**src/rtl/i2s_sample_tx.sv**
```systemverilog
//------------------------------------------------------------------------------
// Module  : i2s_sample_tx
// Brief   : Single-sample holding register feeding a 32-slot I2S serialiser
//           (one-bit delay, MSB first). Optional macro I2S_MONO_DUP_EN copies
//           the sample into the right slot; otherwise the right slot is zero.
// Revision: 1.0 - initial release
//------------------------------------------------------------------------------
`default_nettype none

module i2s_sample_tx #(
  parameter int BCLK_DIV = 4
) (
  input  logic        clk,
  input  logic        rst,
  input  logic        valid,
  input  logic [15:0] in_sample,
  output logic        ready,
  output logic        ou_bclk,
  output logic        ou_lrclk,
  output logic        ou_sdata,
  output logic        ou_underrun
);

  logic [7:0]  div;
  logic [4:0]  slot;
  logic [31:0] shreg;
  logic [15:0] hold;
  logic        full;

  logic        toggle;
  logic        fall;
  logic        load;
  logic [4:0]  slot_nxt;
  logic [15:0] right_word;

  always_comb begin
    toggle   = (div == 8'(BCLK_DIV - 1));
    fall     = toggle && ou_bclk;
    slot_nxt = slot + 5'd1;
    load     = fall && (slot_nxt == 5'd1);
  end

`ifdef I2S_MONO_DUP_EN
  assign right_word = hold;
`else
  assign right_word = 16'h0000;
`endif

  assign ready       = !full && !rst;
  assign ou_underrun = load && !full && !rst;

  always_ff @(posedge clk) begin
    if (rst) begin
      div      <= 8'd0;
      ou_bclk  <= 1'b0;
      ou_lrclk <= 1'b0;
      ou_sdata <= 1'b0;
      slot     <= 5'd31;
      shreg    <= 32'd0;
      hold     <= 16'd0;
      full     <= 1'b0;
    end else begin
      div <= toggle ? 8'd0 : div + 8'd1;
      if (toggle) begin
        ou_bclk <= ~ou_bclk;
      end

      if (fall) begin
        slot     <= slot_nxt;
        ou_lrclk <= slot_nxt[4];
        // Slot 1 emits the new frame's MSB directly; the rest is shifted out,
        // leaving the right LSB for slot 0 of the following frame.
        if (load) begin
          if (full) begin
            shreg    <= {hold, right_word} << 1;
            ou_sdata <= hold[15];
          end else begin
            shreg    <= 32'd0;
            ou_sdata <= 1'b0;
          end
        end else begin
          ou_sdata <= shreg[31];
          shreg    <= shreg << 1;
        end
      end

      if (valid && ready) begin
        hold <= in_sample;
        full <= 1'b1;
      end else if (load) begin
        full <= 1'b0;
      end
    end
  end

endmodule

`default_nettype wire

```
**config.mk**
```make
export PLATFORM = sky130hd
export DESIGN_NAME = i2s_sample_tx
export DESIGN_NICKNAME = d
export VERILOG_FILES = /design/src/rtl/i2s_sample_tx.sv
export SDC_FILE = /design/constraint.sdc
export NUM_CORES = 1
export LEC_CHECK = 0
export BUFFER_PORTS_ARGS = -buffer_cell sky130_fd_sc_hd__buf_2
export CAP_MARGIN = 30
export CORE_AREA = 10 10 73 75
export DETAILED_ROUTE_END_ITERATION = 7
export DIE_AREA = 0 0 83 85
export HOLD_SLACK_MARGIN = 0.15
export PLACE_DENSITY = 0.88
export SKIP_LAST_GASP = 1
export SYNTH_ARGS = -nofsm -noshare
export SYNTH_HDL_FRONTEND = slang
export SYNTH_SLANG_ARGS = --single-unit
```
**constraint.sdc**
```tcl
create_clock -name clk -period 2.3 [get_ports clk]
set_input_delay 0.23 -clock clk [delete_from_list [all_inputs] [get_ports clk]]
set_output_delay 0.23 -clock clk [all_outputs]
set_load 0.05 [all_outputs]
```
==> results.yml, run 1 <==
status:
  status: "finished clean"
logic_synthesis:
  yosysWarnings: 0
  yosysUniqueCellTypes: 33
  ys.flop_type: "dfxtp_1"
  yosysTopAreaCellShare_pct: 43.86
  synth_edf_count: 0
  syn_area_mm2: 0.002191
  avgSynthCellArea_um2: 8.694
  syn_nets: 274
  yosysSeqAreaShare_pct: 43.86
  yosys_register_bits: 48
  synth.largest_area_cell: "dfxtp_1"
  postSynthCellCount: 252
  synth-async-reset-ratio_pct: 0
  netlist_top_cells_area: "dfxtp_1 (44%), nand2b_1 (6.0%), o311ai_0 (6.0%)"
cells_and_area:
  stdcell_count: 335
  area_growth_pct: 18.50
  final_cell_mix: "dfxtp_1 (46), nand2_1 (33), nand3_1 (23), buf_2 (22), nand2b_1 (21)"
  nNetsFinal: 309
  antenna_cells: 0
  final_common_cell: "dfxtp_1"
  drive_above_1_share_pct: 17.19
sta:
  fin_tns_setup_ps: 0
  fin_crit_sh_pct: 96.29
  skew_ps: 7.489
  fmax_mhz: 451.5
  worst_slack_ps: 85.40
  hold_violations: 0
  tightest_slew_ps: 530.8
  drv_slew: 0
  setup_viol: 0
  min_period_ps: 2215
  slew-limit-headroom_pct: 64.61
  rsz0062_at_grt: "false"
grt:
  first_global_vias: 1882
  grt_max_degree: 33
  overflow: 0
  track_usage_pct: 14.02
  antenna_found_initial: 0
  grt_pass1_wl_um: 8528
cts:
  clk_latency_ps: 300
  cts_tree: "built"
  cts.clk_slew.worst_paths_ps: 80
  cts_root_buf: "clkbuf_8"
  post-cts-setup-buffers: 0
  cts_buffers: 5
  cts.sinks: 48
  ctsLongestPathBuffers: 2
  h-tree-depth: 2
drt:
  drc: 0
  ant_nets: 0
  drtIter0Drc: 197
  drt_first_pass_iters: 4
  wl_per_cell_um: 14.81
  totalWireLength_um: 4961
  post_drt_via_cell_ratio: 5.734
  dr_total_vias: 1921
worst_setup_path:
  cp.required_ps: 2070
  worstSetupStartpointType: "flip-flop"
  critPathKind: "reg -> out"
  critPathCaptureType: "output port"
  critPathMaxFanout: 5
  cp.arrival_ps: 1980
run:
  maxCapViolations: 0
die:
  core-area_mm2: 0.003914
  start_util_pct: 55.98
  die_w_um: 83
  die-area_mm2: 0.007055
  fp.dieH_um: 85
  ioPinCount: 24
  rows: 23
worst_hold_path:
  hold_path_class: "in -> reg"
place:
  gp_congestion: 0.7956
  hpwlAfterDp_um: 3129
  place_inst: 314
  numPortBuffers: 23
  dpl_worst_slack_ps: 244.4
pwr:
  power.leakage_nw: 0.9316
  p_per_area_mw_per_mm2: 573.4
  irDropWorstVdd_mv: 0.4156
[final cells by class]
cell class	instances	area [um^2]
clock buffer	5	68.82
fill	304	1318
inverter	3	11.26
multi-input combinational	180	1137
sequential	48	963.4
tap	50	62.56
timing repair buffer	49	352.8
[synth_stat cells, types with 3 or more instances]
cell type,instances
nor2_1,13
nand2_1,33
buf_2,6
nand3_1,23
and3_1,3
o211ai_1,15
o311ai_0,15
xnor2_1,4
ha_1,3
o21ai_0,18
nor3_1,3
xor2_1,8
inv_1,3
nand2b_1,21
dfxtp_1,48
clkbuf_1,14
a21oi_1,3
[per-stage QoR]
stage	total power (W)	utilization [%]	hold slack (ps)	cell area, um^2
2_1_floorplan	0.0009868	-	338.6	2191
3_3_place_gp	0.001026	59.85	421.5	2342
3_5_place_dp	0.001033	60.04	428.2	2350
4_1_cts	0.001498	66.05	210.3	2585
5_1_grt	0.001539	66.34	208.1	2596
6_report	0.001489	66.34	225.7	2596
[kinds of logic after synthesis]
logic type      share of synthesized area [%]
buf+inv                                 4.797
xor+xnor                                4.797
simple gates                            27.30
compound gates                          17.53
flops                                   43.86
fa+ha+maj                               1.713
[state kept, by name, indices dropped and copies added, names as in the netlist]
name / cells
ou_bclk: 1
slot: 5
div: 8
full: 1
ou_lrclk: 1
hold: 16
shreg: 15
ou_sdata: 1
[metal layers]
layer,wire length [um],vias to the layer above,global-route usage [%]
met5,0,-,0
li1,-,964,-
met4,96,0,6.656
met1,2192,896,16.34
met3,266,10,3.346
met2,2406,51,23.67
[repair_timing]
item / in CTS / in global routing
setup endpoints to repair: 1 / 1
resized for setup: 2 / 4
hold buffers: 16 / 0
endpoints found under the hold margin: 16 / 0
[worst paths after layout]
path	start	to	slack, ps	cells after the start
max reg2reg	slot[1]$_SDFFE_PP1P_	shreg[23]$_SDFFE_PP0P_	220	5
max	slot[1]$_SDFFE_PP1P_	ou_underrun	90	6
min reg2reg	div[0]$_SDFF_PP0_	div[0]$_SDFF_PP0_	460	1
min	valid	full$_SDFFE_PP0P_	230	3
[where the power goes]
group          leakage [nW]  internal, W  switching, W
combinational         0.505    0.0000739     0.0000802
clock                0.0359     0.000196      0.000253
sequential            0.390     0.000860     0.0000257
total                 0.932      0.00113      0.000359
[critical path, cell delays in order (launching register included)]
cell	delay (ps)
dfxtp_1	410
ha_2	260
nand3_1	100
xnor2_1	440
nor4_2	100
and3_1	180
buf_4	180
No activity file was read; power rests on OpenSTA's default activity.
==> run 2, diff against run 1 <==
--- a/config.mk
+++ b/config.mk
@@ -10,6 +10,7 @@
 export CORE_AREA = 10 10 73 75
 export DETAILED_ROUTE_END_ITERATION = 7
 export DIE_AREA = 0 0 83 85
+export GPL_TIMING_DRIVEN = 0
 export HOLD_SLACK_MARGIN = 0.15
 export PLACE_DENSITY = 0.88
 export SKIP_LAST_GASP = 1
==> results.yml, run 2 (same netlist as run 1, synthesis figures left out) <==
place:
  hpwlAfterDp_um: 3401
  gp_congestion: 0.8313
  numPortBuffers: 23
grt:
  antenna_found_initial: 0
  grt_pass1_wl_um: 8769
  grt_max_degree: 16
  overflow: 0
  track_usage_pct: 14.38
  first_global_vias: 1933
worst_setup_path:
  path_cells: "ha_4, or4b_4, buf_6, nor4_4, and3_1, buf_6"
  path_buf_inv: 2
  cp.required_ps: 2070
  critPathKind: "reg -> out"
  critPathCaptureType: "output port"
  worstSetupStartpointType: "flip-flop"
  cp_common_cell: "buf_6"
  cp.arrival_ps: 2040
  ff2ff_setup_slack_ps: 90
  cpMaxStageDelayCell: "or4b_4"
  crit_family: "simple AND/OR/NAND/NOR gates"
  critPathMaxFanout: 5
  slowest_delay_ps: 480
sta:
  slew-limit-headroom_pct: 62.28
  drv_slew: 0
  fin_tns_setup_ps: 0
  finalHoldWorstSlack_ps: 150.2
  tightest_slew_ps: 565.8
  fin_crit_sh_pct: 98.89
  min_period_ps: 2274
  skew_ps: 10.10
  setup_viol: 0
  fmax_mhz: 439.7
  hold_violations: 0
drt:
  drt_first_pass_iters: 5
  ant_nets: 0
  drc: 0
  totalWireLength_um: 5834
  dr_total_vias: 2058
  wl_per_cell_um: 16.53
  drtIter0Drc: 221
  post_drt_via_cell_ratio: 5.830
cts:
  h-tree-depth: 2
  cts_root_buf: "clkbuf_8"
  ctsLongestPathBuffers: 2
  cts.sinks: 48
  cts.clk_slew.worst_paths_ps: 90
  cts_tree: "built"
  cts_buffers: 5
  clk_latency_ps: 310
cells_and_area:
  largest_reg_flops: 16
  top_register: "hold"
  drive_above_1_share_pct: 19.47
  final_common_cell: "dfxtp_1"
  fillers: 260
  reg_top3: "hold: 16 flops, shreg: 15 flops, div: 8 flops"
  area_growth_pct: 25.64
  nNetsFinal: 324
  final_cell_mix: "dfxtp_1 (44), nand2_1 (33), buf_2 (28), nand3_1 (23), nand2b_1 (21)"
  antenna_cells: 0
die:
  start_util_pct: 55.98
  core-area_mm2: 0.003914
  fp.dieH_um: 85
  ioPinCount: 24
  die_w_um: 83
  rows: 23
  die-area_mm2: 0.007055
pwr:
  p_total_w: 0.001720
  power.leakage_nw: 0.9869
  p_per_area_mw_per_mm2: 624.9
  irDropWorstVdd_mv: 0.5447
run:
  maxCapViolations: 0
status:
  status: "finished clean"
worst_hold_path:
  hold_path_class: "in -> reg"
[run 2: where the power goes]
group          internal, W  switching, W  leakage, nW  total (W)
sequential        0.000861     0.0000254        0.391   0.000886
clock             0.000356      0.000295       0.0614   0.000651
combinational    0.0000845     0.0000987        0.535   0.000183
[run 2: layer usage]
layer	up-vias	wire (um)	track usage [%]
met5	-	0	0
met4	0	156	7.740
met3	14	344	2.486
met2	97	2979	24.86
met1	954	2353	16.52
li1	993	-	-
[run 2: worst paths after layout]
path	from	end	cells after the start
max	div[0]$_SDFF_PP0_	ou_underrun	6
min	in_sample[8]	hold[8]$_SDFFE_PP0P_	3
max reg2reg	div[0]$_SDFF_PP0_	shreg[31]$_SDFFE_PP0P_	8
min reg2reg	shreg[21]$_SDFFE_PP0P_	shreg[21]$_SDFFE_PP0P_	2
[run 2: worst reg2reg max path, cell delays in order, from the launching register on]
cell and delay [ps]:
dfxtp_4 380, ha_4 160, or4b_4 480, buf_6 150, buf_4 130, nor3_2 230
buf_2 260, nand3_1 140, o211ai_1 190
[run 2: final cells by class]
type | count | area, um^2 | share of cell area (%)
buffer | 21 | 101.3 | 3.682
clock buffer | 6 | 82.58 | 3.000
clock inverter | 2 | 38.79 | 1.409
inverter | 3 | 11.26 | 0.4091
multi-input combinational | 180 | 1176 | 42.73
sequential | 48 | 970.9 | 35.27
tap | 50 | 62.56 | 2.273
timing repair buffer | 43 | 309.0 | 11.23
[run 2: through the flow]
| step | setup slack [ps] | std cells | utilization (%) | area, um^2 |
|---|---|---|---|---|
| global route | -30.18 | 353 | 70.33 | 2753 |
| finish | 25.57 | 353 | 70.33 | 2753 |
| detailed placement | 115.0 | 325 | 60.52 | 2369 |
| global placement | 134.0 | 325 | 60.52 | 2369 |
| floorplan | 172.9 | 252 | - | 2191 |
| CTS | 2.922 | 348 | 68.35 | 2675 |
[run 2: what timing repair did]
action                                  4_1_cts  5_1_grt
gates cloned                                  0        0
gates resized for setup                      11       10
pin swaps                                     1        2
hold endpoints to repair                     15        0
buffers inserted                              0        5
endpoints found under the setup margin        1        1
hold buffers                                 15        0
